--- config.mk ---
export PLATFORM = sky130hd
export DESIGN_NAME = turn_scheduler
export DESIGN_NICKNAME = d
export VERILOG_FILES = /design/src/rtl/game_pkg.sv /design/src/rtl/chess_timer.sv /design/src/rtl/turn_scheduler.sv
export SDC_FILE = /design/constraint.sdc
export NUM_CORES = 1
export LEC_CHECK = 0
export ABC_AREA = 1
export CORE_UTILIZATION = 54
export CTS_BUF_LIST = sky130_fd_sc_hd__clkbuf_4
export CTS_CLUSTER_SIZE = 14
export DETAILED_ROUTE_END_ITERATION = 8
export PLACE_DENSITY = 0.91
export SETUP_SLACK_MARGIN = 0.3
export SLEW_MARGIN = 20
export SYNTH_ARGS = -nofsm -noshare
export SYNTH_HDL_FRONTEND = slang
export SYNTH_HIERARCHICAL = 1
export SYNTH_SLANG_ARGS = --single-unit
--- constraint.sdc ---
create_clock -name clk -period 2.9 [get_ports clk]
set_clock_uncertainty 0.2 [all_clocks]
set_input_delay 0.435 -clock clk [delete_from_list [all_inputs] [get_ports clk]]
set_output_delay 0.435 -clock clk [all_outputs]
set_load 0.005 [all_outputs]
--- src/rtl/game_pkg.sv ---
// Shared types for the chess turn scheduler: FSM state encoding, side colours and square type.
package game_pkg;

  typedef enum logic [2:0] {
    StIdle     = 3'd0,
    StWaitMove = 3'd1,
    StCommit   = 3'd2,
    StSwap     = 3'd3,
    StGameOver = 3'd4
  } sched_state_e;

  localparam logic COLOR_WHITE = 1'b0;
  localparam logic COLOR_BLACK = 1'b1;

  // {row[5:3], col[2:0]}
  typedef logic [5:0] square_t;

endpackage

--- src/rtl/chess_timer.sv ---
// Per-side countdown clock: loads Init, decrements on enabled ticks without
// going below zero, and adds a saturating increment on request.
module chess_timer #(
  parameter int unsigned TIMER_W = 10,
  parameter int unsigned Init    = 600,
  parameter int unsigned Inc     = 5
) (
  input  logic               clk,
  input  logic               rst,
  input  logic               load,
  input  logic               en,
  input  logic               tick,
  input  logic               inc,
  output logic [TIMER_W-1:0] count,
  output logic               zero
);

  logic [TIMER_W-1:0] count_d, count_q;
  logic [TIMER_W:0]   sum;

  always_comb begin
    sum     = {1'b0, count_q} + (TIMER_W + 1)'(Inc);
    count_d = count_q;
    if (load) begin
      count_d = TIMER_W'(Init);
    end else if (en && tick) begin
      if (count_q != '0) count_d = count_q - 1'b1;
    end else if (inc) begin
      count_d = sum[TIMER_W] ? '1 : sum[TIMER_W-1:0];
    end
  end

  always_ff @(posedge clk) begin
    if (rst) count_q <= TIMER_W'(Init);
    else     count_q <= count_d;
  end

  assign count = count_q;
  assign zero  = (count_q == '0);

endmodule

--- src/rtl/turn_scheduler.sv ---
// Chess turn scheduler: routes local/remote moves to the board updater and runs both clocks.
// Optional macro TURN_INCREMENT_EN adds INC_S seconds to the mover's clock in SWAP.
module turn_scheduler
  import game_pkg::*;
#(
  parameter int unsigned TIME_LIMIT_S = 600,
  parameter int unsigned TIMER_W      = 10,
  parameter int unsigned INC_S        = 5
) (
  input  logic               clk,
  input  logic               rst,
  input  logic               start,
  input  logic               local_is_white,
  input  logic               sec_tick,
  input  logic               loc_req,
  input  logic [5:0]         loc_from,
  input  logic [5:0]         loc_to,
  input  logic               rem_req,
  input  logic [5:0]         rem_from,
  input  logic [5:0]         rem_to,
  input  logic               mv_ack,
  output logic               mv_valid,
  output logic [5:0]         mv_from,
  output logic [5:0]         mv_to,
  output logic               side_to_move,
  output logic               your_turn,
  output logic               req_reject,
  output logic [TIMER_W-1:0] time_white,
  output logic [TIMER_W-1:0] time_black,
  output logic               game_over,
  output logic               loser
);

  sched_state_e state_d, state_q;
  logic    side_d, side_q, local_d, local_q;
  logic    mv_valid_d, mv_valid_q, your_turn_d, your_turn_q;
  logic    reject_d, reject_q, game_over_d, game_over_q, loser_d, loser_q;
  square_t mv_from_d, mv_from_q, mv_to_d, mv_to_q;

  logic    running, load, timeout, mover_last;
  logic    en_w, en_b, inc_w, inc_b, zero_w, zero_b;
  logic    elig_local, e_req, o_req;
  square_t e_from, e_to;

  assign running = (state_q == StWaitMove) || (state_q == StCommit);
  assign load    = start && ((state_q == StIdle) || (state_q == StGameOver));
  assign en_w    = running && (side_q == COLOR_WHITE);
  assign en_b    = running && (side_q == COLOR_BLACK);

`ifdef TURN_INCREMENT_EN
  assign inc_w = (state_q == StSwap) && (side_q == COLOR_WHITE);
  assign inc_b = (state_q == StSwap) && (side_q == COLOR_BLACK);
`else
  assign inc_w = 1'b0;
  assign inc_b = 1'b0;
`endif

  chess_timer #(.TIMER_W(TIMER_W), .Init(TIME_LIMIT_S), .Inc(INC_S)) u_timer_white (
    .clk   (clk),
    .rst   (rst),
    .load  (load),
    .en    (en_w),
    .tick  (sec_tick),
    .inc   (inc_w),
    .count (time_white),
    .zero  (zero_w)
  );

  chess_timer #(.TIMER_W(TIMER_W), .Init(TIME_LIMIT_S), .Inc(INC_S)) u_timer_black (
    .clk   (clk),
    .rst   (rst),
    .load  (load),
    .en    (en_b),
    .tick  (sec_tick),
    .inc   (inc_b),
    .count (time_black),
    .zero  (zero_b)
  );

  // A tick on a clock reading 1 (or already 0) ends the game for the mover.
  assign mover_last = side_q ? (zero_b || (time_black == TIMER_W'(1)))
                             : (zero_w || (time_white == TIMER_W'(1)));
  assign timeout    = running && sec_tick && mover_last;

  assign elig_local = (side_q == local_q);
  assign e_req      = elig_local ? loc_req  : rem_req;
  assign o_req      = elig_local ? rem_req  : loc_req;
  assign e_from     = elig_local ? loc_from : rem_from;
  assign e_to       = elig_local ? loc_to   : rem_to;

  always_comb begin
    state_d     = state_q;
    side_d      = side_q;
    local_d     = local_q;
    mv_valid_d  = mv_valid_q;
    mv_from_d   = mv_from_q;
    mv_to_d     = mv_to_q;
    reject_d    = 1'b0;
    game_over_d = game_over_q;
    loser_d     = loser_q;
    your_turn_d = (state_q == StWaitMove) && (side_q == local_q);
    case (state_q)
      StIdle, StGameOver: begin
        reject_d = (state_q == StGameOver) && (loc_req || rem_req);
        if (start) begin
          state_d     = StWaitMove;
          side_d      = COLOR_WHITE;
          local_d     = local_is_white ? COLOR_WHITE : COLOR_BLACK;
          mv_valid_d  = 1'b0;
          game_over_d = 1'b0;
          loser_d     = 1'b0;
        end
      end
      StWaitMove: begin
        if (timeout) begin
          state_d     = StGameOver;
          game_over_d = 1'b1;
          loser_d     = side_q;
          reject_d    = loc_req || rem_req;
        end else begin
          if (e_req && (e_from != e_to)) begin
            state_d    = StCommit;
            mv_valid_d = 1'b1;
            mv_from_d  = e_from;
            mv_to_d    = e_to;
          end
          reject_d = o_req || (e_req && (e_from == e_to));
        end
      end
      StCommit: begin
        reject_d = loc_req || rem_req;
        if (timeout) begin
          state_d     = StGameOver;
          game_over_d = 1'b1;
          loser_d     = side_q;
          mv_valid_d  = 1'b0;
        end else if (mv_ack) begin
          state_d    = StSwap;
          mv_valid_d = 1'b0;
        end
      end
      StSwap: begin
        reject_d = loc_req || rem_req;
        side_d   = ~side_q;
        state_d  = StWaitMove;
      end
      default: state_d = StIdle;
    endcase
  end

  always_ff @(posedge clk) begin
    if (rst) begin
      state_q     <= StIdle;
      side_q      <= COLOR_WHITE;
      local_q     <= COLOR_WHITE;
      mv_valid_q  <= 1'b0;
      mv_from_q   <= '0;
      mv_to_q     <= '0;
      your_turn_q <= 1'b0;
      reject_q    <= 1'b0;
      game_over_q <= 1'b0;
      loser_q     <= 1'b0;
    end else begin
      state_q     <= state_d;
      side_q      <= side_d;
      local_q     <= local_d;
      mv_valid_q  <= mv_valid_d;
      mv_from_q   <= mv_from_d;
      mv_to_q     <= mv_to_d;
      your_turn_q <= your_turn_d;
      reject_q    <= reject_d;
      game_over_q <= game_over_d;
      loser_q     <= loser_d;
    end
  end

  assign mv_valid     = mv_valid_q;
  assign mv_from      = mv_from_q;
  assign mv_to        = mv_to_q;
  assign side_to_move = side_q;
  assign your_turn    = your_turn_q;
  assign req_reject   = reject_q;
  assign game_over    = game_over_q;
  assign loser        = loser_q;

endmodule

After elaboration in Yosys (flattened, before gate mapping)
Index checks and enable logic that the tools add are counted.

$add $sub $neg: 2. Eq/ne operators: 15. Mux-type cells: 25. Bitwise operators: 2. Reduce and logical (&&, ||, !) cells: 37.

Operators with widths (count): 10-bit by 1-bit == test with 1-bit output (second input constant) (2); 10-bit logical NOT (2); 10-bit nonzero test (2); 10-bit by 1-bit subtractor with 10-bit output (second input constant) (2); 3-bit 2-to-1 mux (5); 1-bit 2-to-1 mux (12); 6-bit 2-to-1 mux (2); 3-bit one-hot mux with 4 select lines (1); 1-bit logical AND (11); 3-bit AND reduction (3); 2-bit AND reduction (4); 2-bit OR reduction (4); 3-bit by 2-bit == test with 1-bit output (second input constant) (2); 6-bit == test (1); 1-bit logical OR (6); 6-bit != test (1); 1-bit one-hot mux with 2 select lines (3); 1-bit one-hot mux with 3 select lines (2); 5-bit AND reduction (1); 2-bit by 1-bit != test with 1-bit output (second input constant) (2); 2-bit != test (second input constant) (2); 2-bit nonzero test (2); 3-bit by 1-bit == test with 1-bit output (second input constant) (1); 3-bit == test (second input constant) (1); other kinds (6) (7).

Bits in registers: 42.

Logic depth before layout (Yosys ltp)
Depth in word-level cells: 7. Depth in mapped cells: 16. Mapped depth without buffers: 15.

By module
The synthesis kept the hierarchy.

Modules (own cells, without submodules): chess_timer (instances 2, cells each 165, area an instance 957.2 um^2, seq. area each 200.2 um^2); turn_scheduler (instances 1, cells each 281, area an instance 1657.8 um^2, seq. area each 440.4 um^2).

Least setup slack after synthesis
Ideal clock, no wire load.

Path kind: reg-to-reg. Start: register u_timer_black.count_q[0] (netlist: u_timer_black/count[0]). End: register mv_from_q[0] (netlist: mv_from[0]). Arrival time: 1.893 ns. Path slack: 0.736 ns. Stages on the path, launching flop included: 17. Period minus slack after synthesis: 2.164 ns. Path through: dfxtp_1 inv_1 ha_1 inv_1 nor2_4 nand2_2 nor3_1 nor2_1 o21ai_0 nand3_2 nand2_1 inv_1 nand3_4 inv_2 buf_6 nand2_1 a21oi_2.

Longest elaborated chain between the ends: 6. Elaborated cells on any way between the ends: 7. Classes of those cells: eq/ne (1); mux (1); bitwise (1); reduce/logical (4).

Ends and longest elaborated chain: start: declaration (line chess_timer.sv:18) `logic [TIMER_W-1:0] count_d, count_q;`; start signal: assignment (line chess_timer.sv:34) `if (rst) count_q <= TIMER_W'(Init);`; start signal: assignment (line chess_timer.sv:35) `else count_q <= count_d;`; 10-bit logical NOT (line chess_timer.sv:39) `assign zero = (count_q == '0);`; named net zero_b (line turn_scheduler.sv:41) `logic en_w, en_b, inc_w, inc_b, zero_w, zero_b;`; 1-bit logical OR (line turn_scheduler.sv:81) `assign mover_last = side_q ? (zero_b || (time_black == TIMER_W'(1)))`; 1-bit 2-to-1 mux (line turn_scheduler.sv:81); 1-bit logical AND (line turn_scheduler.sv:83) `assign timeout = running && sec_tick && mover_last;`; 1-bit NOT (no source line); 3-bit AND reduction (no source line); end signal: assignment (line turn_scheduler.sv:168) `mv_from_q <= mv_from_d;`; end: declaration (line turn_scheduler.sv:38) `square_t mv_from_d, mv_from_q, mv_to_d, mv_to_q;`.

The timed path passes the listed nets, and every way through them passes these cells. A chain may end at the register's enable or synchronous reset.

Worst setup path after layout
Start: register u_timer_white.count_q[0] (netlist: u_timer_white/count[0]). End: register mv_from_q[3] (netlist: mv_from[3]).

Longest elaborated chain between the ends: 6. Elaborated cells on any way between the ends: 7. Classes of those cells: eq/ne (1); mux (1); bitwise (1); reduce/logical (4).

Ends and longest elaborated chain: start: declaration (line chess_timer.sv:18); start signal: assignment (line chess_timer.sv:34); start signal: assignment (line chess_timer.sv:35); 10-bit logical NOT (line chess_timer.sv:39); named net zero_w (line turn_scheduler.sv:41); 1-bit logical OR (line turn_scheduler.sv:82) `: (zero_w || (time_white == TIMER_W'(1)));`; 1-bit 2-to-1 mux (line turn_scheduler.sv:81); 1-bit logical AND (line turn_scheduler.sv:83); 1-bit NOT (no source line); 3-bit AND reduction (no source line).

The timed path passes the listed nets, and every way through them passes these cells.

==> impl_metrics.env <==
export IMPL_grt_start_max_net_pins=20
export IMPL_dp_hpwl_um=7150
export IMPL_place_ws_ns=0.343
export IMPL_fillers=565
export IMPL_grt_first_pass_wirelength_um=15900
export IMPL_wl_per_cell_um=12.1
export IMPL_worst_pin_slew_ns=0.509
export IMPL_yosysSeqAreaShare_pct=23.5
export IMPL_hp_class="reg -> reg"
export IMPL_drv_slew=0
export IMPL_min_period_ns=2.40
export IMPL_holdWs_ns=0.267
export IMPL_drv_cap=0
export IMPL_tns_ns=0
export IMPL_ys_flop_type="dfxtp_1"
export IMPL_crit_slowest_cell="dfxtp_1"
export IMPL_synth_top_cell_area_share_pct=23.5
export IMPL_ant_nets=0
export IMPL_gp_congestion=0.952
export IMPL_async_reset_ff_share_pct=0
export IMPL_clkTransAtPathRegs_ns=0.13
export IMPL_cp_required_ns=2.99
export IMPL_grt_pass1_vias=3608
export IMPL_cts_buffers=5
export IMPL_synth_top_area_cell="dfxtp_1"
export IMPL_post_route_period_util_pct=82.8
export IMPL_p_leak_uw=0.00216
export IMPL_setup_viol=0
export IMPL_clock_sinks=42
export IMPL_ys_types=36
export IMPL_drive_gt1_share_pct=11.1
export IMPL_floorplan_die_area_sq_um=6940
export IMPL_r2r_start="u_timer_white/count[0]"
export IMPL_worstHoldStart="u_timer_black/count[0]"
export IMPL_io_pins=70
export IMPL_syn2layout_area_growth_pct=20.7
export IMPL_antenna_cells=0
export IMPL_cpPeakStageDelay_ns=0.43
export IMPL_cts_root_buf="clkbuf_4"
export IMPL_crit_start="u_timer_white/count[0]"
export IMPL_synthTopCellsByCount="nand2_1 (222), inv_1 (71), nor2_1 (70)"
export IMPL_cts_tree="yes"
export IMPL_cts_buffer_depth=2
export IMPL_outcome="finished clean"
export IMPL_power_density_nw_per_um2=638
export IMPL_ys_ff_latch=42
export IMPL_yosysWarnings=6
export IMPL_clk_latency_ns=0.35
export IMPL_synth_most_common_cell="nand2_1"
export IMPL_synthTopCellsByArea="dfxtp_1 (24%), nand2_1 (23%), nand3_1 (7.8%)"
export IMPL_synthCells=611
export IMPL_grt_usage_pct=27.4
export IMPL_startpoint_type="flop"
export IMPL_synth_edf_count=0
export IMPL_ir_worst_vdd_v=0.000375
export IMPL_critPathArrivalTime_ns=2.49
export IMPL_htreeDepth=2
export IMPL_crit_fanout=12
export IMPL_antenna_found_initial=0
export IMPL_num_rows=29
export IMPL_syn_avg_cell_area_sq_um=5.85
export IMPL_critical_path_class="reg -> reg"
export IMPL_hold_violations=0
export IMPL_clock_fmax_mhz=416
export IMPL_viasPerCell=5.23
export IMPL_post_route_drc_count=0
export IMPL_portBuffers=69
export IMPL_die_x_um=83.3
export IMPL_drtIter0Drc=267
export IMPL_syn_cell_area_sq_um=3570
export IMPL_core_area_sq_um=6350
export IMPL_fin_nets=711
export IMPL_die_y_um=83.3
export IMPL_dr_total_vias=3935
export IMPL_timing_final_ws_setup_ns=0.499
export IMPL_worstSetupEndpointType="flop"
export IMPL_start_util_pct=56.3
export IMPL_worstPathCellList="inv_1 > ha_1 > inv_1 > nor2_4 > nand2_2 > nor3_1 > nor2_1 > nand2_1 > nand3_2 > nand2_1 > inv_1 > nand3_4 > inv_4 > nand2_1 > a21oi_1"
export IMPL_slew_headroom_pct=65.9
export IMPL_rsz0062_at_grt="false"
export IMPL_grt_ovfl_total=0
export IMPL_wl_um=9140
export IMPL_dr_pass1_iters=5
per-stage QoR:
| step | area, sq um | util (%) | cells | power, uW |
|---|---|---|---|---|
| finish | 4310 | 67.9 | 753 | 2750 |
| global route | 4310 | 67.9 | 753 | 3020 |
| CTS | 4280 | 67.4 | 750 | 2710 |
| detailed placement | 4220 | 66.4 | 742 | 2410 |
| global placement | 4220 | 66.4 | 742 | 2370 |
| floorplan | 3580 | - | 612 | 2010 |
cells by family (layout without fill, tap and decap cells):
logic type | after synthesis | count (layout) | synth area share [%]
buf+inv | 101 | 165 | 13.4
fa+ha+maj | 4 | 4 | 1.40
simple gates | 404 | 404 | 51.5
other cells | 1 | 2 | 0.105
xor+xnor | 6 | 6 | 1.47
compound gates | 53 | 53 | 8.65
flops | 42 | 42 | 23.5
flip-flops by register name, summed over array words and instances, names as in the netlist:
register / cells
mv_to: 6
game_over: 1
u_timer_black/count: 10
your_turn: 1
state_q: 3
u_timer_white/count: 10
side_to_move: 1
mv_from: 6
req_reject: 1
mv_valid: 1
loser: 1
local_q: 1
placed cells by master, fill, tap and decap left out, types with 5 or more instances in the layout:
master             n
nand2_4            5
inv_2              8
nor2_4             6
nand2_1          222
clkdlybuf4s50_1   69
nand3b_1           5
inv_1             71
clkbuf_4           6
nand3_1           56
nor3_1             5
a21oi_1           19
dfxtp_1           40
a21oi_2            9
nor2_1            70
nand4_1            6
nand2_2           15
buf_4              7
o21ai_1            5
o21ai_0           16
power breakdown:
group | total [uW] | switching [uW] | internal, uW | leakage [uW]
Sequential | 874 | 179 | 695 | 0.000344
Clock | 299 | 194 | 105 | 0.0000356
Combinational | 1580 | 943 | 634 | 0.00178
cell type report:
class / count / area, sq um / area share, %
Multi-Input combinational cell: 469 / 2260 / 52.5
Sequential cell: 42 / 843 / 19.6
Timing Repair Buffer: 76 / 743 / 17.2
Inverter: 81 / 309 / 7.17
Tap cell: 77 / 96.3 / 2.23
Clock buffer: 6 / 45.0 / 1.04
Clock inverter: 2 / 13.8 / 0.319
worst max-delay path: cells and delay by family (launching register included):
kind | cells | cell delay [ns]
flops | 1 | 0.43
buf+inv | 4 | 0.51
compound gates | 1 | 0.13
simple gates | 9 | 0.85
fa+ha+maj | 1 | 0.21
what timing repair did:
action                                  in CTS  in global routing
endpoints found under the setup margin       0                 17
setup buffers                                0                  3
hold buffers                                 0                  0
resized for setup                            0                  5
per-layer routing:
| layer | share of wire [%] | global-route usage (%) | wire, um |
|---|---|---|---|
| met1 | 43 | 34.6 | 3910 |
| met2 | 49 | 48.7 | 4510 |
| met3 | 6.5 | 3.98 | 590 |
| met4 | 1.4 | 7.05 | 132 |
| met5 | 0 | 0 | 0 |
final timing paths:
kind / endpoint / slack (ns) / cells past startpoint
hold / removal: u_timer_black/count[0] / 0.27 / 1
setup reg to reg: mv_from[3] / 0.50 / 15
hold reg to reg: u_timer_black/count[0] / 0.27 / 1
setup / recovery: mv_from[3] / 0.50 / 15
Note: power is estimated with default switching activity, not from simulation.
